`src/rtl/rv_enc_pkg.sv`:
```
// Shared types and constants for the RV32 instruction encoder/loader.
// Includes the immediate re-extraction helper used by the optional self-check.
package rv_enc_pkg;

  localparam int unsigned INSTR_W = 32;

  localparam logic [1:0] FMT_IU = 2'b00;
  localparam logic [1:0] FMT_IS = 2'b01;
  localparam logic [1:0] FMT_R  = 2'b10;
  localparam logic [1:0] FMT_S  = 2'b11;

  typedef enum logic [1:0] {
    IDLE = 2'd0,
    LOAD = 2'd1,
    FULL = 2'd2
  } enc_state_e;

  // Same rules as the extension unit: the image of a packed word's immediate.
  function automatic logic [INSTR_W-1:0] imm_extract(input logic [1:0] fmt,
                                                     input logic [INSTR_W-1:0] word);
    logic [INSTR_W-1:0] v;
    v = '0;
    case (fmt)
      FMT_IU:  v = {20'd0, word[31:20]};
      FMT_IS:  v = {{20{word[31]}}, word[31:20]};
      FMT_S:   v = {{20{word[31]}}, word[31:25], word[11:7]};
      default: v = '0;
    endcase
    return v;
  endfunction

endpackage

```
`src/rtl/instr_encoder_loader_imm_pack.sv`:
```
// Combinational packer: places decoded fields and immediate into an RV32
// I/R/S word and reports whether the immediate fits the chosen format.
module imm_pack
  import rv_enc_pkg::*;
(
  input  logic [1:0]         i_fmt,
  input  logic [6:0]         i_opcode,
  input  logic [4:0]         i_rd,
  input  logic [2:0]         i_funct3,
  input  logic [4:0]         i_rs1,
  input  logic [4:0]         i_rs2,
  input  logic [6:0]         i_funct7,
  input  logic [INSTR_W-1:0] i_imm,
  output logic [INSTR_W-1:0] o_word,
  output logic               o_in_range
);

  logic w_sext_ok;

  // Signed 12-bit fit: bits 31..11 all copies of the sign bit.
  assign w_sext_ok = (&i_imm[31:11]) | ~(|i_imm[31:11]);

  always_comb begin
    o_word     = '0;
    o_in_range = 1'b1;
    case (i_fmt)
      FMT_IU: begin
        o_word     = {i_imm[11:0], i_rs1, i_funct3, i_rd, i_opcode};
        o_in_range = ~(|i_imm[31:12]);
      end
      FMT_IS: begin
        o_word     = {i_imm[11:0], i_rs1, i_funct3, i_rd, i_opcode};
        o_in_range = w_sext_ok;
      end
      FMT_R: begin
        o_word     = {i_funct7, i_rs2, i_rs1, i_funct3, i_rd, i_opcode};
        o_in_range = 1'b1;
      end
      default: begin
        o_word     = {i_imm[11:5], i_rs2, i_rs1, i_funct3, i_imm[4:0], i_opcode};
        o_in_range = w_sext_ok;
      end
    endcase
  end

endmodule

```
`src/rtl/instr_encoder_loader.sv`:
```
// Boot/test loader: packs field bundles into RV32 words and writes them to
// instruction memory at auto-incrementing addresses. Optional: ENC_SELFCHECK_EN.
module instr_encoder_loader
  import rv_enc_pkg::*;
#(
  parameter int unsigned ADDR_W    = 8,
  parameter int unsigned BASE_ADDR = 0
) (
  input  logic              clk,
  input  logic              rst,
  input  logic              start,
  input  logic              finish,
  input  logic              in_valid,
  output logic              in_ready,
  input  logic [1:0]        fmt,
  input  logic [6:0]        opcode,
  input  logic [4:0]        rd,
  input  logic [2:0]        funct3,
  input  logic [4:0]        rs1,
  input  logic [4:0]        rs2,
  input  logic [6:0]        funct7,
  input  logic [31:0]       imm,
  output logic              mem_we,
  output logic [ADDR_W-1:0] mem_addr,
  output logic [31:0]       mem_wdata,
  output logic              range_err,
  output logic [7:0]        err_cnt,
  output logic              full
`ifdef ENC_SELFCHECK_EN
  , output logic            selfcheck_err
`endif
);

  localparam logic [ADDR_W-1:0] PTR_BASE = ADDR_W'(BASE_ADDR);
  localparam logic [ADDR_W-1:0] PTR_MAX  = '1;

  enc_state_e          r_state, w_state_nxt;
  logic [ADDR_W-1:0]   r_ptr;
  logic [7:0]          r_err_cnt;
  logic                r_mem_we, r_range_err;
  logic [ADDR_W-1:0]   r_mem_addr;
  logic [INSTR_W-1:0]  r_mem_wdata;
  logic [INSTR_W-1:0]  w_word;
  logic                w_in_range, w_acc, w_legal, w_illegal, w_start, w_finish;

  imm_pack u_imm_pack (
    .i_fmt      (fmt),
    .i_opcode   (opcode),
    .i_rd       (rd),
    .i_funct3   (funct3),
    .i_rs1      (rs1),
    .i_rs2      (rs2),
    .i_funct7   (funct7),
    .i_imm      (imm),
    .o_word     (w_word),
    .o_in_range (w_in_range)
  );

  assign in_ready  = (r_state == LOAD);
  assign full      = (r_state == FULL);
  assign w_acc     = in_valid & in_ready;
  assign w_legal   = w_acc & w_in_range;
  assign w_illegal = w_acc & ~w_in_range;
  // finish wins over start, so a simultaneous start never opens/restarts a session.
  assign w_finish  = finish & (r_state != IDLE);
  assign w_start   = start & ~finish;

  always_comb begin
    w_state_nxt = r_state;
    if (w_finish)                                           w_state_nxt = IDLE;
    else if (w_start)                                       w_state_nxt = LOAD;
    else if ((r_state == LOAD) && w_legal && (r_ptr == PTR_MAX)) w_state_nxt = FULL;
  end

  always_ff @(posedge clk or posedge rst) begin
    if (rst) begin
      r_state     <= IDLE;
      r_ptr       <= PTR_BASE;
      r_err_cnt   <= '0;
      r_mem_we    <= 1'b0;
      r_mem_addr  <= '0;
      r_mem_wdata <= '0;
      r_range_err <= 1'b0;
    end else begin
      r_state     <= w_state_nxt;
      r_mem_we    <= w_legal;
      r_range_err <= w_illegal;
      if (w_legal) begin
        r_mem_addr  <= r_ptr;
        r_mem_wdata <= w_word;
      end
      if (w_start)                              r_ptr <= PTR_BASE;
      else if (w_legal && (r_ptr != PTR_MAX))   r_ptr <= r_ptr + 1'b1;
      if (w_start)                              r_err_cnt <= '0;
      else if (w_illegal && (r_err_cnt != '1))  r_err_cnt <= r_err_cnt + 8'd1;
    end
  end

  assign mem_we    = r_mem_we;
  assign mem_addr  = r_mem_addr;
  assign mem_wdata = r_mem_wdata;
  assign range_err = r_range_err;
  assign err_cnt   = r_err_cnt;

`ifdef ENC_SELFCHECK_EN
  logic [1:0]         r_chk_fmt;
  logic [INSTR_W-1:0] r_chk_imm;
  logic               r_selfcheck_err;

  always_ff @(posedge clk or posedge rst) begin
    if (rst) begin
      r_chk_fmt       <= FMT_R;
      r_chk_imm       <= '0;
      r_selfcheck_err <= 1'b0;
    end else begin
      if (w_legal) begin
        r_chk_fmt <= fmt;
        r_chk_imm <= imm;
      end
      if (w_start)
        r_selfcheck_err <= 1'b0;
      else if (r_mem_we && (r_chk_fmt != FMT_R) &&
               (imm_extract(r_chk_fmt, r_mem_wdata) != r_chk_imm))
        r_selfcheck_err <= 1'b1;
    end
  end

  assign selfcheck_err = r_selfcheck_err;
`endif

endmodule

```
`config.mk`:
```
export PLATFORM = sky130hd
export DESIGN_NAME = instr_encoder_loader
export DESIGN_NICKNAME = d
export VERILOG_FILES = /design/src/rtl/rv_enc_pkg.sv /design/src/rtl/instr_encoder_loader_imm_pack.sv /design/src/rtl/instr_encoder_loader.sv
export SDC_FILE = /design/constraint.sdc
export NUM_CORES = 1
export LEC_CHECK = 0
export BUFFER_PORTS_ARGS = -buffer_cell sky130_fd_sc_hd__buf_2
export CORE_AREA = 2 2 88 90
export DETAILED_ROUTE_END_ITERATION = 7
export DIE_AREA = 0 0 90 92
export PLACE_DENSITY = 0.75
export SETUP_SLACK_MARGIN = 0.05
export SLEW_MARGIN = 20
export SYNTH_ARGS = -nofsm -noshare
export SYNTH_HDL_FRONTEND = slang
export SYNTH_SLANG_ARGS = --single-unit
```
`constraint.sdc`:
```
create_clock -name clk -period 4.5 [get_ports clk]
set_input_delay 0.45 -clock clk [delete_from_list [all_inputs] [get_ports clk]]
set_output_delay 0.45 -clock clk [all_outputs]
set_load 0.005 [all_outputs]
```
==> flow_summary.toml, run 1 <==
[global_route]
top_usage_layer = "met2"
met3_usage = 0.0518
antenna_found_initial = 0
gr-usage-all-layers = 0.165
grt_pass1_wl_um = 11100
use_met2 = 0.270
gr-total-overflow = 0
gr-usage-met1 = 0.202
grt_pass1_vias = 2392
grt_max_degree = 61

[pwr]
power_leakage_nw = 1.86
ir_drop_mv = 0.215
p_total_mw = 1.38
p_per_area_nw_per_um2 = 378

[detailed_routing]
avgRoutedWirePerCell_um = 14.0
vias = 2410
dr.pass1.iters = 4
via_per_inst = 4.99
drtAntennaViolNets = 0
routed_wl_um = 6750
remaining_drc_errors = 0
drt_iter0_markers = 129

[cells_and_area]
layout_commonest_cell = "buf_2"
area_delta_synth_final_pct = 30.7
layout_common_cells = "buf_2, dfrtp_1, nor2_1, a21oi_1, mux2_2"
fin_nets = 449
utilization = 0.489
regArea_um2 = 1500
antennaDiodeCount = 0
layout-drive-gt1-share = 0.454
fillers = 720
stdcell_area_um2 = 3640
final_cells = 483
multiInputGateArea_um2 = 1200

[timing]
finalCritPeriodShare = 0.611
finalMaxSlewViolations = 0
worstMarginPinSlew_ns = 1.10
hold_viol = 0
grt_setup_unrepaired = "false"
worst_hold_slack_ns = 0.316
final.setup.tns_ns = 0
period_needed_ns = 2.75
timing.final.ws_setup_ns = 1.75
fin_skew_ns = 0.00651
relSlewSlack = 0.266
fmax_mhz = 364
finalSetupViolations = 0

[run_status]
outcome = "completed"

[yosys]
postSynthCellCount = 251
synth_fp_nets = 324
async_flop_share = 1.00
ys_warn_count = 0
syn_avg_cell_area_um2 = 11.1
synth-edff-count = 0
synth.lib_cells_used.distinct = 41
synth_area_um2 = 2790
ys_seq_area_frac = 0.539
synth_ff_type = "dfrtp_1"
ys_ff_latch = 60

[hold_path]
min_path_type = "input pin to flop"

[placement]
dpl.cell_count = 467
dp_slack_ns = 1.39
placed_area_um2 = 3480
routabilityCongestion = 0.861
io_buffer_count = 122
hpwl_um = 4930

[clock_tree]
h-tree-depth = 3
numCtsBuffers = 9
post_cts_buffers = 0
cts_sinks = 60
ctsHoldBuffers = 0
cts_tree = "built"
worst_skew_pair.late_latency_ns = 0.33
cts_resized = 0
cts_buffer_depth = 2
clock_tree.root_cell = "clkbuf_8"
path_clk_slew_ns = 0.07

[die]
initial_utilization = 0.374
die_x_um = 90
io_pins = 123
die_area_um2 = 8280
die_y_um = 92
core-area_um2 = 7450
num_rows = 32

[setup_path]
crit_required_ns = 4.71
worstSetupStartpointType = "input pin"
crit_path_end_kind = "flop"
arrival_ns = 2.96
path_max_fanout = 43
path_class = "input pin to flop"

[job]
max-cap-violations = 0
## registers in the layout (all words and copies together), names as in the netlist
name and count:
r_ptr 8, mem_addr 8, range_err 1, mem_wdata 32
r_state 2, err_cnt 8, mem_we 1
## cell families after synthesis
logic type	count (synthesis)	share of synthesized area
muxes	41	0.158
AOI/OAI and AO/OA	47	0.106
xor gates and xnor gates	4	0.0126
and+or+nand+nor	80	0.146
buffers and inverters	17	0.0301
DFF	60	0.539
adders and majority gates	2	0.00898
## path summary, 6_finish.rpt
check / start / end / slack (ns) / cells after the start
min: finish / r_state[1] / 0.32 / 2
min reg2reg: mem_addr[2] / mem_addr[2] / 0.50 / 1
max reg2reg: err_cnt[0] / err_cnt[6] / 2.05 / 7
max in group asynchronous: rst / r_state[1] / 3.69 / 3
max: imm[12] / mem_wdata[6] / 1.75 / 8
min in group asynchronous: rst / mem_wdata[1] / 0.34 / 3
## worst max-delay path, stage by stage
cell and delay [ns]:
buf_2 0.11, or4_4 0.54, nor2_4 0.13, a21oi_2 0.09
or3_1 0.46, inv_2 0.32, buf_4 0.45, mux2_2 0.39
## final cells by class
cell class	count	share of cell area
clock inverters	5	0.00790
well taps	102	0.0350
flip-flops and latches	60	0.412
repair buffers	124	0.172
inverters	7	0.00721
clock buffers	11	0.0361
multi-input cells	174	0.330
## synth_stat cells (all sizes together) (3+ instances only)
| cell type | count | area (um^2) |
|---|---|---|
| a21oi | 25 | 129 |
| a31o | 3 | 26.3 |
| buf | 9 | 53.8 |
| dfrtp | 60 | 1500 |
| inv | 7 | 26.3 |
| mux2 | 23 | 259 |
| mux2i | 18 | 180 |
| nand2 | 15 | 56.3 |
| nand3 | 7 | 35.0 |
| nand4 | 7 | 43.8 |
| nor2 | 30 | 120 |
| nor3 | 3 | 20.0 |
| nor4 | 4 | 25.0 |
| o21ai | 5 | 25.0 |
| o41ai | 3 | 26.3 |
| or4 | 6 | 52.6 |
## where the power goes
part	switching, mW	leakage (nW)	internal [mW]	total [mW]
Combinational	0.133	1.01	0.156	0.289
Sequential	0.0511	0.755	0.634	0.685
Clock	0.207	0.0868	0.197	0.404
## metal layers
layer | part of all wire | wire, um
met2 | 0.49 | 3280
met5 | 0 | 0
met4 | 0.014 | 95
met1 | 0.42 | 2840
met3 | 0.079 | 534
Note: power is estimated with default switching activity, not from simulation.
==> inputs of run 2 (changes only) <==
- PLACE_DENSITY: 0.75 -> 0.77
- clock period: 4.5 -> 2.3 ns (I/O delays scaled with it)
==> flow_summary.toml, run 2 (same netlist as run 1, synthesis figures left out) <==
[pwr]
p_total_mw = 2.88
pwr-share-clk = 0.332
switching_share = 0.265
pwr-share-comb = 0.204
p_sw_mw = 0.763
power_leakage_nw = 1.94
ir_drop_mv = 0.436
internal_power_mw = 2.12
p_per_area_nw_per_um2 = 753
seq_power_share = 0.464

[clock_tree]
cts_tree = "built"
post_cts_buffers = 0
path_clk_slew_ns = 0.07
h-tree-depth = 3
clock_tree.root_cell = "clkbuf_8"
worst_skew_pair.late_latency_ns = 0.32
numCtsBuffers = 9
cts_buffer_depth = 2
cts_sinks = 60

[global_route]
grt_pass1_wl_um = 11400
antenna_found_initial = 0
grt_pass1_vias = 2491
gr-total-overflow = 0
gr-usage-all-layers = 0.168
grt_max_degree = 36

[setup_path]
path_cells = "ha_1 > nand2_1 > nor3_2 > a2111oi_1 > buf_4 > nor2_1 > or4_1 > a21oi_1"
arrival_ns = 2.51
r2r_setup_slack_ns = 0.04
path_max_fanout = 4
reg2reg_to = "err_cnt[6]"
path_class = "flop to flop"
crit_path_end_kind = "flop"
crit_required_ns = 2.55
r2r-start = "err_cnt[0]"
critPathSlowestCell = "a2111oi_1"
slowest_delay_ns = 0.46
reg2reg_depth = 8
worstSetupStartpointType = "flop"

[timing]
worstMarginPinSlew_ns = 0.868
finalSetupViolations = 0
fin_skew_ns = 0.00866
period_needed_ns = 2.26
hold_viol = 0
fmax_mhz = 442
finalCritPeriodShare = 0.983
relSlewSlack = 0.420
finalMaxSlewViolations = 0
grt_setup_unrepaired = "true"

[die]
core-area_um2 = 7450
initial_utilization = 0.374
die_x_um = 90
die_y_um = 92
num_rows = 32
die_area_um2 = 8280
io_pins = 123

[detailed_routing]
dr.pass1.iters = 4
drtAntennaViolNets = 0
vias = 2470
routed_wl_um = 6870
drt_iter0_markers = 114
remaining_drc_errors = 0
via_per_inst = 4.99
avgRoutedWirePerCell_um = 13.9

[cells_and_area]
largest_register_ffs = 32
area_delta_synth_final_pct = 37.3
fin_nets = 461
layout_commonest_cell = "buf_2"
layout_common_cells = "buf_2, dfrtp_1, nor2_1, a21oi_1, mux2_2"
final_cells = 495
layout-drive-gt1-share = 0.476
antennaDiodeCount = 0

[hold_path]
min_path_type = "input pin to flop"
whs_path_depth = 2
hold_start = "start"
hold_end = "r_state[1]"

[placement]
dpl.cell_count = 478
hpwl_um = 5130
routabilityCongestion = 0.858
io_buffer_count = 122

[run_status]
outcome = "completed"

[job]
max-cap-violations = 0
## run 2: how the worst max path moves through the flow
stage	start	end	slack (ns)	cells past startpoint
after detailed placement	imm[12]	r_ptr[7]	-0.03	8
after floorplan	imm[12]	mem_wdata[0]	0.14	8
after global routing	err_cnt[0]	err_cnt[6]	-0.1	8
after CTS	err_cnt[0]	err_cnt[6]	0.14	8
final	err_cnt[0]	err_cnt[6]	0.04	8
after global placement	imm[12]	mem_wdata[17]	0.03	8
## run 2: per-stage QoR
stage	worst slack (ns)	setup TNS [ns]	cell area (um^2)	util	hold WS, ns
floorplan	0.143	0	2790	-	0.297
global placement	0.0303	0	3600	0.484	0.326
detailed placement	-0.0266	-0.0271	3600	0.484	0.346
CTS	0.143	0	3820	0.512	0.0797
global route	-0.0972	-0.143	3830	0.514	0.0811
finish	0.0390	0	3830	0.514	0.0951
## run 2: final cells by class
cell class                      count  area [um^2]
Sequential cell                    60         1500
Fill cell                         719         3620
Timing Repair Buffer              136          756
Tap cell                          102          128
Multi-Input combinational cell    174         1210
Inverter                            7         26.3
Clock buffer                       12          155
Clock inverter                      4         47.5
## run 2: routing by layer
metal / track usage / share of wire
met5: 0 / 0
met4: 0.0500 / 0.0077
met3: 0.0411 / 0.062
met2: 0.288 / 0.50
met1: 0.210 / 0.43
## run 2: worst max-delay path, delay by kind of cell (launching register included)
| kind | cells | cell delay [ns] |
|---|---|---|
| adders and majority gates | 1 | 0.26 |
| and+or+nand+nor | 4 | 0.70 |
| buffers and inverters | 1 | 0.20 |
| AOI/OAI and AO/OA | 2 | 0.61 |
| DFF | 1 | 0.42 |
## run 2: power groups by stage
stage | combinational (mW) | clock, mW | sequential, mW
2_1_floorplan | 0.255 | 0 | 1.37
3_3_place_gp | 0.576 | 0 | 1.35
3_5_place_dp | 0.595 | 0 | 1.36
6_report | 0.587 | 0.957 | 1.34
4_1_cts | 0.598 | 0.986 | 1.34
5_1_grt | 0.657 | 1.04 | 1.36
## run 2: repair_timing
item	CTS	global route
hold buffers	1	0
gates resized for setup	0	4
hold endpoints to repair	21	0
setup endpoints to repair	0	4
